[src/rtl/fft_bfly_sched.sv]
// fft_bfly_sched -- butterfly scheduler for the fgyrus radix-2 in-place DIT FFT.
//
// Walks log2(N) stages and issues N/2 butterflies per stage. Each butterfly
// carries a cache address pair and a twiddle index. Before the next stage
// starts, every in-flight butterfly of the current stage must be written
// back, because the next stage reads those results (read-after-write hazard).
//
// Optional feature: define FFT_BFLY_SCHED_CYC_CNT_EN to build the busy-cycle
// counter on cyc_cnt. Without it, cyc_cnt is tied to zero.
//
// Ports:
//   clk, rst_n     clock, async active-low reset
//   start          1-cycle pulse, begins an FFT (ignored while busy)
//   abort          sync abort, wins over every other input
//   issue_valid    butterfly request valid     issue_rdy   datapath accepts it
//   addr_a/addr_b  cache addresses of upper/lower sample
//   twdl_addr      twiddle RAM index (N/2-entry table)
//   stage          current stage 0..ADDR_W-1
//   wb_ack         one pulse per butterfly written back
//   busy, done     state != IDLE; 1-cycle completion pulse
//   err_underflw   sticky: wb_ack with nothing outstanding
//   cyc_cnt        busy cycles of the last/current run
//
// state | meaning
// IDLE  | waiting for start
// ISSUE | presenting butterfly k of the current stage
// DRAIN | waiting for the outstanding write-backs of this stage
// DONE  | one-cycle done pulse
module fft_bfly_sched #(
    parameter int NUM_SAMPLES = 128,
    parameter int ADDR_W      = 7,
    parameter int STG_W       = 3,
    parameter int CNT_W       = 16
) (
    input  logic              clk,
    input  logic              rst_n,
    input  logic              start,
    input  logic              abort,
    output logic              issue_valid,
    input  logic              issue_rdy,
    output logic [ADDR_W-1:0] addr_a,
    output logic [ADDR_W-1:0] addr_b,
    output logic [ADDR_W-2:0] twdl_addr,
    output logic [STG_W-1:0]  stage,
    input  logic              wb_ack,
    output logic              busy,
    output logic              done,
    output logic              err_underflw,
    output logic [CNT_W-1:0]  cyc_cnt
);

    typedef enum logic [1:0] {S_IDLE, S_ISSUE, S_DRAIN, S_DONE} state_t;

    localparam logic [ADDR_W-2:0] K_LAST   = (ADDR_W-1)'(NUM_SAMPLES/2 - 1);
    localparam logic [STG_W-1:0]  STG_LAST = STG_W'(ADDR_W-1);

    state_t            state_q, state_d;
    logic [ADDR_W-2:0] k_q, k_d;
    logic [STG_W-1:0]  stg_q, stg_d;
    logic [ADDR_W-1:0] os_q, os_d;
    logic              err_q;
    logic              accept, underflow;

    assign accept    = (state_q == S_ISSUE) && issue_rdy;
    assign underflow = wb_ack && ((os_q == '0) || (state_q == S_IDLE));

    // Outstanding count; an ack with nothing in flight leaves it at zero.
    always_comb begin
        os_d = os_q;
        if (accept && !wb_ack)
            os_d = os_q + ADDR_W'(1);
        else if (!accept && wb_ack && (os_q != '0))
            os_d = os_q - ADDR_W'(1);
    end

    always_comb begin
        state_d = state_q;
        k_d     = k_q;
        stg_d   = stg_q;
        unique case (state_q)
            S_IDLE: begin
                if (start) begin
                    state_d = S_ISSUE;
                    k_d     = '0;
                    stg_d   = '0;
                end
            end
            S_ISSUE: begin
                if (issue_rdy) begin
                    k_d = k_q + (ADDR_W-1)'(1);   // wraps to 0 after the last butterfly
                    if (k_q == K_LAST)
                        state_d = S_DRAIN;
                end
            end
            S_DRAIN: begin
                if (os_d == '0) begin
                    if (stg_q == STG_LAST) begin
                        state_d = S_DONE;
                    end else begin
                        state_d = S_ISSUE;
                        stg_d   = stg_q + STG_W'(1);
                        k_d     = '0;
                    end
                end
            end
            S_DONE: begin
                state_d = S_IDLE;
                stg_d   = '0;
                k_d     = '0;
            end
            default: state_d = S_IDLE;
        endcase
        if (abort) begin
            state_d = S_IDLE;
            k_d     = '0;
            stg_d   = '0;
        end
    end

    always_ff @(posedge clk or negedge rst_n) begin
        if (!rst_n) begin
            state_q <= S_IDLE;
            k_q     <= '0;
            stg_q   <= '0;
            os_q    <= '0;
            err_q   <= 1'b0;
        end else begin
            state_q <= state_d;
            k_q     <= k_d;
            stg_q   <= stg_d;
            os_q    <= abort ? '0 : os_d;
            // Abort freezes the error flag; a same-cycle underflow beats the start clear.
            if (!abort) begin
                if (underflow)
                    err_q <= 1'b1;
                else if ((state_q == S_IDLE) && start)
                    err_q <= 1'b0;
            end
        end
    end

    // Address decode. Bits of k below the stage position stay in place, and
    // the bits above it move up by one to open the gap selected by 'half'.
    logic [ADDR_W-1:0] kx, half, mask, a_raw;
    logic [ADDR_W-2:0] tw_raw;
    logic [STG_W-1:0]  tw_sh;

    always_comb begin
        kx     = {1'b0, k_q};
        half   = ADDR_W'(1) << stg_q;
        mask   = half - ADDR_W'(1);
        a_raw  = ((kx & ~mask) << 1) | (kx & mask);
        tw_sh  = STG_LAST - stg_q;
        tw_raw = (k_q & mask[ADDR_W-2:0]) << tw_sh;
    end

    assign issue_valid  = (state_q == S_ISSUE);
    assign busy         = (state_q != S_IDLE);
    assign done         = (state_q == S_DONE);
    assign stage        = stg_q;
    assign err_underflw = err_q;
    // Address outputs are forced to zero outside ISSUE, so every output reads 0 in reset.
    assign addr_a       = issue_valid ? a_raw : '0;
    assign addr_b       = issue_valid ? (a_raw + half) : '0;
    assign twdl_addr    = issue_valid ? tw_raw : '0;

`ifdef FFT_BFLY_SCHED_CYC_CNT_EN
    logic [CNT_W-1:0] cyc_q;

    always_ff @(posedge clk or negedge rst_n) begin
        if (!rst_n)
            cyc_q <= '0;
        else if ((state_q == S_IDLE) && start && !abort)
            cyc_q <= '0;
        else if (busy && (cyc_q != '1))
            cyc_q <= cyc_q + CNT_W'(1);
    end

    assign cyc_cnt = cyc_q;
`else
    assign cyc_cnt = '0;
`endif

endmodule

[config.mk]
export PLATFORM = sky130hd
export DESIGN_NAME = fft_bfly_sched
export DESIGN_NICKNAME = d
export VERILOG_FILES = /design/src/rtl/fft_bfly_sched.sv
export SDC_FILE = /design/constraint.sdc
export NUM_CORES = 1
export LEC_CHECK = 0
export BUFFER_PORTS_ARGS = -buffer_cell sky130_fd_sc_hd__buf_2
export CAP_MARGIN = 20
export CORE_ASPECT_RATIO = 1.4
export CORE_MARGIN = 2
export CORE_UTILIZATION = 60
export CTS_CLUSTER_DIAMETER = 30
export DETAILED_ROUTE_END_ITERATION = 12
export GPL_TIMING_DRIVEN = 0
export MAX_ROUTING_LAYER = met4
export PLACE_DENSITY = 0.87
export SYNTH_ARGS = -nofsm -noshare
export SYNTH_HDL_FRONTEND = slang
export SYNTH_SLANG_ARGS = --single-unit
[constraint.sdc]
create_clock -name clk -period 9.2 [get_ports clk]
set_input_delay 1.84 -clock clk [delete_from_list [all_inputs] [get_ports clk]]
set_output_delay 1.84 -clock clk [all_outputs]
set_load 0.01 [all_outputs]
==> flow_summary_export.csv <==
group,metric,value,unit
timing,max_freq,189,MHz
setup_path,reg2reg_from,"os_q[0]",
worst_hold_path,hold_path_end,"err_underflw",
logic_synthesis,async_flop_share,1.00,
place,place.gp.congestion,0.904,
place,dp_hpwl,4670,µm
global_routing,grt_pass1_wl,10200,µm
setup_path,critPathTopFamily,"compound AO/OA/AOI/OAI gates",
final_layout,drive_above_1_share,0.167,
logic_synthesis,synth.top_cell.area_share,0.204,
timing,finalSetupTns,0,ns
setup_path,cp-startpoint,"stage[0]",
timing,fin_crit,5.30,ns
clocking,cts_resized,0,
logic_synthesis,synth_cell_type_count,61,
global_routing,grt_pass1_vias,2238,
power,power.leakage,1.24,nW
drt,wl_per_cell,15.0,µm
logic_synthesis,synth_top_area_cell,"dfrtp_1",
timing,timing.final.crit_share,0.576,
timing,rsz0062_at_grt,"false",
clocking,max-clock-path-buffers,2,
worst_hold_path,min_path_cells,2,
setup_path,cp_num_buf_inv,3,
logic_synthesis,ys_ff_latch,19,
final_layout,nFillCells,324,
power,power_density,136,mW/mm²
floorplanning,coreArea,0.00368,mm²
setup_path,r2r_setup_slack,6.52,ns
setup_path,start_kind,"flip-flop",
logic_synthesis,syn_area_per_cell,7.14,µm²
power,ir_drop,144,µV
logic_synthesis,synth_ff_type,"dfrtp_1",
drt,wirelength,6270,µm
final_layout,area_growth,13.5,%
drt,drt-initial-drc-count,160,
setup_path,reg2reg_depth,10,
clocking,post_cts_buffers,0,
setup_path,cp_slowest_stage_delay,0.54,ns
timing,finClkSkew,0.00137,ns
logic_synthesis,synth-edff-count,0,
setup_path,worstSetupPathType,"flip-flop to output pin",
setup_path,cp_max_fo,9,
global_routing,gr-total-overflow,0,
timing,drv_slew,0,
global_routing,antenna_found_initial,0,
clocking,cts_sinks,19,
final_layout,final_common_cell,"nor2_1",
drt,vias,2533,
clocking,cts_hold_buf,0,
drt,drt_first_pass_iters,5,
setup_path,crit_required,7.36,ns
status,status,"completed",
final_layout,num_antenna_cells,0,
clocking,root_buffer,"clkbuf_8",
clocking,cts_buffers,3,
setup_path,worstPathArrival,3.46,ns
logic_synthesis,syn_area,0.00233,mm²
setup_path,end_kind,"output pin",
clocking,clk_latency,0.26,ns
logic_synthesis,synthTopCellsByArea,"dfrtp_1 20%, ha_1 7.0%, nor2_1 6.6%, buf_4 5.5%, nand2_1 5.3%",
final_layout,final_util,0.719,
setup_path,crit_chain,"inv_1, ha_1, nor2b_1, a2bb2oi_1, inv_1, ha_1, o21ai_0, a21oi_1, o21ai_0, a21boi_0, o21a_1, o21a_1, nor3_1, buf_2",
floorplanning,die_x,56.7,µm
final_layout,layout_common_cells,"41 x nor2_1, 33 x nand2_1, 33 x buf_2",
timing,worst_pin_slew,0.727,ns
timing,timing.final.hold_violations,0,
floorplanning,die_h,77.7,µm
drt,vias_per_cell,6.05,
floorplanning,io_pins,49,
place,port_buffers,32,
job,maxCapViolations,0,
floorplanning,rows,26,
setup_path,cpMaxStageDelayCell,"dfrtp_1",
setup_path,r2r_end,"k_q[1]",
timing,hold_ws,0.536,ns
floorplanning,dieArea,0.00440,mm²
final_layout,final_nets,398,
clocking,htreeDepth,1,
clocking,cts_tree,"yes",
worst_hold_path,hp-class,"flip-flop to flip-flop",
global_routing,grtUsageTotal,0.297,
worst_hold_path,hp-start,"err_underflw",
clocking,clk_pin_slew,0.07,ns
drt,drc,0,
drt,ant_nets,0,
logic_synthesis,yosysWarnings,0,
logic_synthesis,ys_seq_area_frac,0.204,
floorplanning,start_util,0.633,
timing,final-setup-viol-count,0,
timing,slew_headroom,0.510,
logic_synthesis,synthCells,326,
global_routing,grt_max_degree,20,
## cells in the mapped netlist, drive strengths merged, types with 3 or more instances
library cell  instances
nor2                 41
nand2                33
o21ai                27
a21oi                22
buf                  21
dfrtp                19
clkbuf               15
nor3                 15
ha                   13
inv                  12
nand3                10
o211ai                9
and2                  7
nand2b                7
xnor2                 6
a31oi                 4
nor2b                 4
o21a                  4
a22oi                 3
nand3b                3
nand4b                3
o21bai                3
o41ai                 3
or3                   3
## cells by family (layout without fill, tap and decap cells)
| family | Yosys count | count (layout) | synth area share |
|---|---|---|---|
| AOI/OAI and AO/OA | 95 | 95 | 0.277 |
| other | 2 | 17 | 0.00323 |
| DFF | 19 | 19 | 0.204 |
| muxes | 3 | 3 | 0.0134 |
| and+or+nand+nor | 135 | 135 | 0.282 |
| adders and majority gates | 14 | 14 | 0.0785 |
| buffers and inverters | 50 | 86 | 0.112 |
| xor gates and xnor gates | 8 | 8 | 0.0301 |
## how the worst max path moves through the flow
stage | end | slack (ns) | depth (start not counted)
final | addr_b[5] | 3.90 | 14
after detailed placement | addr_b[5] | 4.25 | 14
after CTS | addr_b[5] | 3.95 | 14
after global routing | addr_b[5] | 3.74 | 14
after floorplan | addr_b[5] | 4.58 | 13
after global placement | addr_b[5] | 4.31 | 14
## per-layer routing
layer / vias up / GRT usage / wire length (µm)
li1: 1231 / - / -
met1: 1148 / 0.326 / 2310
met2: 131 / 0.533 / 3310
met3: 23 / 0.0167 / 408
met4: 0 / 0.150 / 234
met5: - / - / 0
## where the power goes
group	leakage (nW)	internal, mW	switching [mW]
combinational	0.954	0.0778	0.110
sequential	0.259	0.0959	0.0158
clock	0.0228	0.0309	0.0291
## worst register-to-register path: stages (launching register included)
cell and delay, ns:
dfrtp_1 0.46, inv_1 0.14, ha_1 0.19, or3b_4 0.42, o211ai_4 0.28, o41ai_1 0.13, xnor2_1 0.25, nand4b_1 0.18
buf_4 0.22, o21ai_2 0.16, mux2i_1 0.19
## registers in the layout, indices dropped and copies added, names as in the netlist
register and count:
os_q 7, stage 3, state_q 2, err_underflw 1, k_q 6
## layout make-up
cell class	count	area [µm²]	share of cell area
Timing Repair Buffer	32	160	0.0606
Sequential cell	19	475	0.180
Multi-Input combinational cell	272	1650	0.624
Tap cell	42	52.6	0.0199
Clock buffer	4	45.0	0.0170
Inverter	14	52.6	0.0199
Buffer	36	208	0.0786
## stage by stage
step	std cells	setup WS [ns]	power, mW	area [µm²]
after floorplan	341	4.58	0.253	2380
after global placement	415	4.31	0.293	2600
after detailed placement	415	4.25	0.298	2600
after CTS	419	3.95	0.357	2640
after global routing	419	3.74	0.384	2640
final	419	3.90	0.360	2640
Note: power is estimated with default switching activity, not from simulation.
